File: src/rtl/kf8237_transfer_sequencer_pkg.sv
// Shared KF8237 definitions: transfer FSM state encoding and channel-index helpers
// used by the sequencer and its priority resolver.
package kf8237_transfer_sequencer_pkg;

  typedef enum logic [2:0] {
    SI = 3'd0,
    S0 = 3'd1,
    S1 = 3'd2,
    S2 = 3'd3,
    S3 = 3'd4,
    S4 = 3'd5
  } state_t;

  function automatic logic [1:0] bit2num(input logic [3:0] onehot);
    logic [1:0] num;
    case (onehot)
      4'b0010: num = 2'd1;
      4'b0100: num = 2'd2;
      4'b1000: num = 2'd3;
      default: num = 2'd0;
    endcase
    return num;
  endfunction

  function automatic logic [3:0] num2bit(input logic [1:0] num);
    return 4'b0001 << num;
  endfunction

endpackage

File: src/rtl/kf8237_priority_resolver.sv
// Picks one pending DMA channel, either fixed (ch0 highest) or rotating, and keeps
// the rotation pointer naming the currently highest-priority channel.
module kf8237_priority_resolver
  import kf8237_transfer_sequencer_pkg::*;
(
  input  logic       clock,
  input  logic       reset,
  input  logic       i_master_clear,
  input  logic [3:0] i_pending,
  input  logic       i_rotating,
  input  logic       i_update,
  input  logic [1:0] i_serviced,
  output logic [3:0] o_grant,
  output logic [1:0] o_grant_index
);

  logic [1:0] r_highest;
  logic [3:0] w_fixed_grant;
  logic [3:0] w_rotating_grant;
  logic       w_found;
  logic [1:0] w_index;

  // After servicing a channel, the one following it becomes the highest priority.
  always_ff @(posedge clock or negedge reset) begin
    if (!reset) begin
      r_highest <= 2'd0;
    end else if (i_master_clear) begin
      r_highest <= 2'd0;
    end else if (i_update) begin
      r_highest <= i_serviced + 2'd1;
    end
  end

  // Isolating the lowest set bit gives the fixed-priority winner directly.
  assign w_fixed_grant = i_pending & (~i_pending + 4'd1);

  always_comb begin
    w_rotating_grant = 4'b0000;
    w_found          = 1'b0;
    w_index          = 2'd0;
    for (int i = 0; i < 4; i++) begin
      w_index = r_highest + 2'(i);
      if (!w_found && i_pending[w_index]) begin
        w_rotating_grant[w_index] = 1'b1;
        w_found                   = 1'b1;
      end
    end
  end

  assign o_grant       = i_rotating ? w_rotating_grant : w_fixed_grant;
  assign o_grant_index = bit2num(o_grant);

endmodule

File: src/rtl/kf8237_transfer_sequencer.sv
// Single-transfer DMA sequencer: arbitrates DREQs, handshakes HRQ/HLDA, walks S1..S4
// and reports terminal count, EOP and autoinitialize/mask requests.
module kf8237_transfer_sequencer
  import kf8237_transfer_sequencer_pkg::*;
(
  input  logic       clock,
  input  logic       reset,
  input  logic       cpu_clock_posedge,
  input  logic       master_clear,
  input  logic [3:0] dma_request,
  input  logic [3:0] channel_mask,
  input  logic       rotating_priority,
  input  logic [3:0] autoinit_config,
  input  logic       hold_acknowledge,
  input  logic       underflow,
  input  logic       read_status,
  output logic       hold_request,
  output logic [3:0] dma_acknowledge,
  output logic [3:0] transfer_register_select,
  output logic       next_word,
  output logic       initialize_current_register,
  output logic       end_of_process,
  output logic [3:0] set_channel_mask,
  output logic [3:0] terminal_count
);

  state_t     r_state;
  state_t     w_next_state;
  logic [1:0] r_channel;
  logic [3:0] w_channel_onehot;
  logic [3:0] w_pending;
  logic [3:0] w_grant;
  logic [1:0] w_grant_index;
  logic       w_normal_exit;
  logic       w_tc_event;
  logic       r_end_of_process;
  logic       r_initialize;
  logic [3:0] r_set_mask;
  logic [3:0] r_terminal_count;

  assign w_pending        = dma_request & ~channel_mask;
  assign w_channel_onehot = num2bit(r_channel);
  assign w_normal_exit    = cpu_clock_posedge && (r_state == S4) && hold_acknowledge;
  assign w_tc_event       = w_normal_exit && underflow;

  kf8237_priority_resolver u_priority_resolver (
    .clock          (clock),
    .reset          (reset),
    .i_master_clear (master_clear),
    .i_pending      (w_pending),
    .i_rotating     (rotating_priority),
    .i_update       (w_normal_exit),
    .i_serviced     (r_channel),
    .o_grant        (w_grant),
    .o_grant_index  (w_grant_index)
  );

  always_ff @(posedge clock or negedge reset) begin
    if (!reset) begin
      r_state <= SI;
    end else if (master_clear) begin
      r_state <= SI;
    end else begin
      r_state <= w_next_state;
    end
  end

  // Losing HLDA anywhere in the active cycle abandons the transfer without TC effects.
  always_comb begin
    w_next_state = r_state;
    if (cpu_clock_posedge) begin
      case (r_state)
        SI: if (|w_pending) w_next_state = S0;
        S0: begin
          if (!w_pending[r_channel]) w_next_state = SI;
          else if (hold_acknowledge) w_next_state = S1;
        end
        S1: w_next_state = hold_acknowledge ? S2 : SI;
        S2: w_next_state = hold_acknowledge ? S3 : SI;
        S3: w_next_state = hold_acknowledge ? S4 : SI;
        S4: w_next_state = SI;
        default: w_next_state = SI;
      endcase
    end
  end

  always_comb begin
    hold_request             = (r_state != SI);
    transfer_register_select = 4'b0000;
    dma_acknowledge          = 4'b0000;
    next_word                = 1'b0;
    case (r_state)
      S1: transfer_register_select = w_channel_onehot;
      S2, S3: begin
        transfer_register_select = w_channel_onehot;
        dma_acknowledge          = w_channel_onehot;
      end
      S4: begin
        transfer_register_select = w_channel_onehot;
        dma_acknowledge          = w_channel_onehot;
        next_word                = hold_acknowledge;
      end
      default: ;
    endcase
  end

  always_ff @(posedge clock or negedge reset) begin
    if (!reset) begin
      r_channel <= 2'd0;
    end else if (master_clear) begin
      r_channel <= 2'd0;
    end else if (cpu_clock_posedge && (r_state == SI) && (|w_pending)) begin
      r_channel <= w_grant_index;
    end
  end

  // Pulses are re-evaluated every clock so they last one clock regardless of enable spacing.
  always_ff @(posedge clock or negedge reset) begin
    if (!reset) begin
      r_end_of_process <= 1'b0;
      r_initialize     <= 1'b0;
      r_set_mask       <= 4'b0000;
      r_terminal_count <= 4'b0000;
    end else if (master_clear) begin
      r_end_of_process <= 1'b0;
      r_initialize     <= 1'b0;
      r_set_mask       <= 4'b0000;
      r_terminal_count <= 4'b0000;
    end else begin
      r_end_of_process <= w_tc_event;
      r_initialize     <= w_tc_event && autoinit_config[r_channel];
      r_set_mask       <= (w_tc_event && !autoinit_config[r_channel]) ? w_channel_onehot : 4'b0000;
      r_terminal_count <= (read_status ? 4'b0000 : r_terminal_count)
                          | (w_tc_event ? w_channel_onehot : 4'b0000);
    end
  end

  assign end_of_process              = r_end_of_process;
  assign initialize_current_register = r_initialize;
  assign set_channel_mask            = r_set_mask;
  assign terminal_count              = r_terminal_count;

endmodule
File: config.mk
export PLATFORM = sky130hd
export DESIGN_NAME = kf8237_transfer_sequencer
export DESIGN_NICKNAME = d
export VERILOG_FILES = /design/src/rtl/kf8237_transfer_sequencer_pkg.sv /design/src/rtl/kf8237_priority_resolver.sv /design/src/rtl/kf8237_transfer_sequencer.sv
export SDC_FILE = /design/constraint.sdc
export NUM_CORES = 1
export LEC_CHECK = 0
export ABC_AREA = 1
export CAP_MARGIN = 20
export CORE_MARGIN = 2
export CORE_UTILIZATION = 49
export CTS_CLUSTER_DIAMETER = 200
export CTS_CLUSTER_SIZE = 10
export DETAILED_ROUTE_END_ITERATION = 7
export GPL_TIMING_DRIVEN = 1
export PLACE_DENSITY = 0.83
export SYNTH_ARGS = -nofsm -noshare
export SYNTH_HDL_FRONTEND = slang
export SYNTH_SLANG_ARGS = --single-unit
File: constraint.sdc
create_clock -name clock -period 2.26 [get_ports clock]
set_input_delay 0.452 -clock clock [delete_from_list [all_inputs] [get_ports clock]]
set_output_delay 0.452 -clock clock [all_outputs]
set_load 0.05 [all_outputs]
Word-level counts from Yosys, hierarchy flattened
Cells that the tools add are included.
{"block": "totals", "inputBits": 20, "elab_cells": 119, "register_bits": 17, "output_inout_bits": 20}
{"block": "classes", "n_lt_le_gt_ge": 9, "eq_ne": 10, "bitwise_logic": 8, "n_shift": 1, "mux": 52, "addsub": 5, "reduce_logical": 27}
{"operator": "$mux 4", "count": 12}
{"operator": "$mux 3", "count": 7}
{"operator": "$mux 1", "count": 16}
{"operator": "$or 4x4->4", "count": 4}
{"operator": "$lt 2x3->1 const B", "count": 5}
{"operator": "$pmux 3 s5", "count": 1}
{"operator": "$logic_and 1x1->1", "count": 14}
{"operator": "$bmux 1 s2", "count": 6}
{"operator": "$mux 2", "count": 5}
{"operator": "$and 4x4->4", "count": 2}
{"operator": "$demux 1 s2", "count": 4}
{"operator": "$ge 2x1->1 const B", "count": 4}
{"operator": "$not 4->4", "count": 2}
{"operator": "$reduce_or 4->1", "count": 2}
{"operator": "$eq 3x2->1 const B", "count": 2}
{"operator": "$eq 3x3->1 const B", "count": 2}
{"operator": "$pmux 2 s3", "count": 1}
{"operator": "$reduce_bool 2->1", "count": 3}
{"operator": "$add 2x1->2 const B", "count": 2}
{"operator": "$add 2x2->2 const B", "count": 2}
{"operator": "$add 4x1->4 const B", "count": 1}
{"operator": "$eq 4x2->1 const B", "count": 1}
{"operator": "$eq 4x3->1 const B", "count": 1}
{"operator": "$eq 4x4->1 const B", "count": 1}
{"operator": "9 further kinds", "count": 12}

Depth between registers and ports, before layout
{"block": "depth", "word_depth": 19, "depth_mapped": 15, "depth_no_buf": 15}

Modules after synthesis
From an unflattened synthesis, not the netlist that was laid out.
{"block": "hier_totals", "hier_cells": 227, "hier_area_um2": 1521.5}
{"mod": "kf8237_transfer_sequencer", "n_inst": 1, "area_per_inst_um2": 839.6, "cells_per_inst": 118, "seq_area_each_um2": 375.4}
{"mod": "kf8237_priority_resolver", "n_inst": 1, "area_per_inst_um2": 681.9, "cells_per_inst": 109, "seq_area_each_um2": 50.0}

Least setup slack after synthesis
Ideal clock, no wire load.
{"block": "synth_path", "path_type": "reg2reg", "start": "register r_state[0]", "end": "register r_set_mask[0] (netlist: set_channel_mask[0])", "slack_ps": 153, "stages_incl_launch_ff": 7, "synth_period_minus_slack_ps": 2107, "arrival_time_ps": 2021, "required_time_ps": 2173, "path_buffers": 0, "path_cell_list": "dfrtp_1 inv_1 nor4_2 nand2_1 inv_1 nand3_2 nor3_1"}
{"block": "synth_via", "elab_chain_len": 7}
{"item": "from (decl)", "line": "kf8237_transfer_sequencer.sv:27", "rtl": "state_t r_state;"}
{"item": "from (signal assigned)", "line": "kf8237_transfer_sequencer.sv:64", "rtl": "r_state <= w_next_state;"}
{"item": "$eq 3x3->1", "line": "kf8237_transfer_sequencer.sv:43", "rtl": "assign w_normal_exit = cpu_clock_posedge && (r_state == S4) && hold_acknowledge;"}
{"item": "$logic_and 1x1->1 (2 in a row)", "line": "kf8237_transfer_sequencer.sv:43"}
{"item": "$logic_and 1x1->1", "line": "kf8237_transfer_sequencer.sv:44", "rtl": "assign w_tc_event = w_normal_exit && underflow;"}
{"item": "$logic_and 1x1->1", "line": "kf8237_transfer_sequencer.sv:132", "rtl": "r_set_mask <= (w_tc_event && !autoinit_config[r_channel]) ? w_channel_onehot : 4'b0000;"}
{"item": "$mux 4", "line": "kf8237_transfer_sequencer.sv:132"}
{"item": "$mux 4", "line": "kf8237_transfer_sequencer.sv:124", "rtl": "end else if (master_clear) begin"}
{"item": "to (signal assigned)", "line": "kf8237_transfer_sequencer.sv:132"}
{"item": "to (decl)", "line": "kf8237_transfer_sequencer.sv:38", "rtl": "logic [3:0] r_set_mask;"}
No other way between the ends.
A chain may end at the register's enable or synchronous reset.

Final worst setup path
{"block": "layout_path", "start": "register r_state[0]", "end": "output transfer_register_select[2]"}
{"block": "layout_via", "elab_chain_len": 3, "word_cells_on_any_way": 6, "cone_classes": "4 x eq/ne; 1 x mux; 1 x reduce/logical"}
{"item": "$eq 3x3->1 or $eq 3x2->1 (tied branches)", "line": "kf8237_transfer_sequencer.sv:92", "rtl": "case (r_state)"}
{"item": "$reduce_or 4->1 (no line) (*)"}
{"item": "$mux 4 (*)", "line": "kf8237_transfer_sequencer.sv:92"}
{"item": "to (decl)", "line": "kf8237_transfer_sequencer.sv:19", "rtl": "output logic [3:0] transfer_register_select,"}
Mark *: on every way between the ends. The rest lies on a longest branch, timed or not.

==> flow_summary.json <==
{
  "status": "finished, final reports clean",
  "cts.sinks": 17,
  "critPathCapture": "transfer_register_select[2]",
  "r2r_slack_ps": 280,
  "setup_viol": 0,
  "worstMarginPinSlew_ps": 530,
  "worstPathRequired_ps": 1810,
  "h-tree-depth": 1,
  "finalPower_w": 0.000676,
  "p_comb_share_pct": 28.5,
  "ys_seq_area_share_pct": 28.5,
  "cts-root-buf": "clkbuf_4",
  "postRouteAntennaNets": 0,
  "cts_tree": "yes",
  "dieWidth_um": 59.2,
  "netlist_area_mm2": 0.00149,
  "fmax_ghz": 0.454,
  "cp.arrival_ps": 1750,
  "maxSlewHeadroom_pct": 64.5,
  "r2r_end": "r_channel[0]",
  "yosysWarnings": 0,
  "diodes": 0,
  "port_buffers": 39,
  "io_pins": 40,
  "first_pass_iters": 4,
  "place_ws_ps": 65.6,
  "fin_ws_ps": 57.6,
  "hold_buffers": 0,
  "muxShareOfSynthArea_pct": 0,
  "r2r_cells": 14,
  "p_int_w": 0.000453,
  "path_clk_slew_ps": 110,
  "synth_top_area_share_pct": 28.5,
  "synth_cells": 222,
  "min_path_type": "input pin to asynchronous set/reset pin",
  "end_kind": "primary output",
  "synth_compound_area_share_pct": 7.20,
  "yosys-top-cells-area": "dfrtp_1 28%, nand2_1 13%, nand3_1 12%",
  "vias_per_cell": 5.24,
  "core.rowCount": 20,
  "timing.rr.start": "u_priority_resolver.r_highest[1]",
  "finalWeightedCongestion": 0.955,
  "whs_ps": 456,
  "cts-buffers-inserted": 3,
  "yosys.area.top_type": "dfrtp_1",
  "clock_latency_ps": 310,
  "final_area_mm2": 0.00212,
  "drive_above_1_share_pct": 16.8,
  "fillers": 265,
  "antenna_found_initial": 0,
  "initial_utilization_pct": 50.2,
  "cap_violations": 0,
  "crit_start": "r_state[0]",
  "seq_power_share_pct": 46.4,
  "hold_violations": 0,
  "ys_seq_elements": 17,
  "p_leak_nw": 1.06,
  "grt_pass1_vias": 1467,
  "dp_hpwl_um": 3150,
  "clk_path_buf_depth": 2,
  "period_minus_slack_ps": 2200,
  "synthSimpleGateAreaFrac_pct": 45.6,
  "cp_max_fo": 5,
  "grt_overflow_total": 0,
  "ys_types": 24,
  "power_frac_clock_pct": 25.1,
  "fin_crit_sh_pct": 97.5,
  "drc_errors": 0,
  "grt_pass1_wl_um": 6270,
  "peakVddDrop_uv": 250,
  "startpoint_type": "register",
  "area_growth_pct": 41.8,
  "synth_top_family_by_area": "simple AND/OR/NAND/NOR gates",
  "coreArea_mm2": 0.00298,
  "p_sw_share_pct": 33.0,
  "wirelength_um": 3800,
  "grt_util_all_layers_pct": 23.0,
  "regArea_um2": 425,
  "nets": 306,
  "syn_nets": 253,
  "synth-adder-area-share_pct": 9.21,
  "post_dp_cell_area_mm2": 0.00206,
  "multi_input_area_um2": 931,
  "p_sw_w": 0.000223,
  "die_area_mm2": 0.00351,
  "routedWlPerCell_um": 12.4,
  "slew_viol_final": 0,
  "grt_max_degree": 18,
  "cellPowerDensity_mw_per_mm2": 319,
  "vias": 1609,
  "die_h_um": 59.2,
  "final_util_pct": 71.1,
  "syn_area_per_cell_um2": 6.73,
  "crit_type": "register to primary output",
  "drtIter0Drc": 53,
  "final.setup_skew_ps": 15.0,
  "synthXorXnorAreaFrac_pct": 0,
  "grt_setup_unrepaired": "true"
}
routing by layer:
metal	share of wire [%]	GRT usage [%]
met5	0	0
met4	3.5	9.74
met3	3.8	3.49
met2	50	38.6
met1	43	29.3
sequential cells by signal, indices dropped and copies added (netlist names):
| signal | flops |
|---|---|
| set_channel_mask | 4 |
| terminal_count | 4 |
| r_state | 3 |
| r_channel | 2 |
| u_priority_resolver.r_highest | 2 |
| end_of_process | 1 |
| initialize_current_register | 1 |
critical path, stage by stage, from the launching register on:
cell     delay (ps)
dfrtp_1         380
inv_1           100
o21ai_1         220
nand2_1         180
nand2_1         100
inv_1            90
nor2_1          190
buf_12          170
how the worst min path moves through the flow:
stage / start / cells past startpoint / to / slack (ps)
2_1_floorplan: reset / 0 / end_of_process / 160
3_3_place_gp: terminal_count[0] / 2 / terminal_count[0] / 520
3_5_place_dp: terminal_count[2] / 2 / terminal_count[2] / 530
4_1_cts: reset / 2 / initialize_current_register / 460
5_1_grt: reset / 2 / terminal_count[2] / 460
6_report: reset / 2 / terminal_count[2] / 460
cell families after synthesis:
kind of cell,count (synthesis)
simple gates,137
buf+inv,38
compound gates,19
flops,17
fa+ha+maj,11
layout make-up:
| class | instances | share of cell area, % |
|---|---|---|
| multi-input combinational | 167 | 43.9 |
| timing repair buffer | 48 | 26.0 |
| sequential | 17 | 20.1 |
| inverter | 38 | 6.73 |
| tap | 33 | 1.95 |
| clock buffer | 3 | 1.06 |
| clock inverter | 1 | 0.236 |
timing repair:
item | CTS | global route
setup endpoints to repair | 0 | 5
setup buffers | 0 | 3
gates resized for setup | 0 | 4
synthesized netlist by cell type:
library cell / count
o22ai_1: 4
o21ai_0: 9
nand3_4: 1
nand3b_1: 1
nor4_2: 1
a21oi_1: 3
inv_1: 35
nor3_1: 8
nand2_4: 2
o211ai_1: 1
a31oi_1: 1
nor2_4: 2
nor4_1: 1
inv_2: 3
nand3_2: 5
a32oi_1: 1
nand2_2: 7
dfrtp_1: 17
nor2_1: 20
nor2b_1: 1
ha_1: 11
nand3_1: 35
nand2_1: 52
or2_2: 1
cell usage in the layout (no fill, tap or decap):
master	count
nand2_1	52
inv_1	35
or2_2	1
nor2_4	2
nor2b_1	1
clkdlybuf4s50_1	29
nor4_2	1
clkbuf_4	3
o21ai_1	1
nand3b_1	1
nand3_1	35
dlymetal6s2s_1	1
nor2_1	18
o211ai_1	1
nand2_4	2
a21oi_1	3
o21ai_0	8
nand3_2	5
nor4_1	1
clkinv_2	1
o22ai_1	4
buf_12	9
nand3_4	1
a31oi_1	1
buf_4	9
nand2_2	7
nor3_1	8
nor2_2	2
dfrtp_1	17
a32oi_1	1
inv_2	3
ha_1	11
through the flow:
step	setup TNS, ps	cells
6_report	0	307
5_1_grt	-151	307
4_1_cts	0	304
3_5_place_dp	0	300
3_3_place_gp	0	300
2_1_floorplan	0	222
power by group through the flow:
stage               Clock, W  Combinational [W]  Sequential, W
global placement           0           0.000182       0.000320
floorplan                  0           0.000108       0.000319
finish              0.000170           0.000192       0.000314
CTS                 0.000174           0.000186       0.000315
detailed placement         0           0.000185       0.000321
global route        0.000185           0.000214       0.000314
Power figures use the tool's default switching activity.
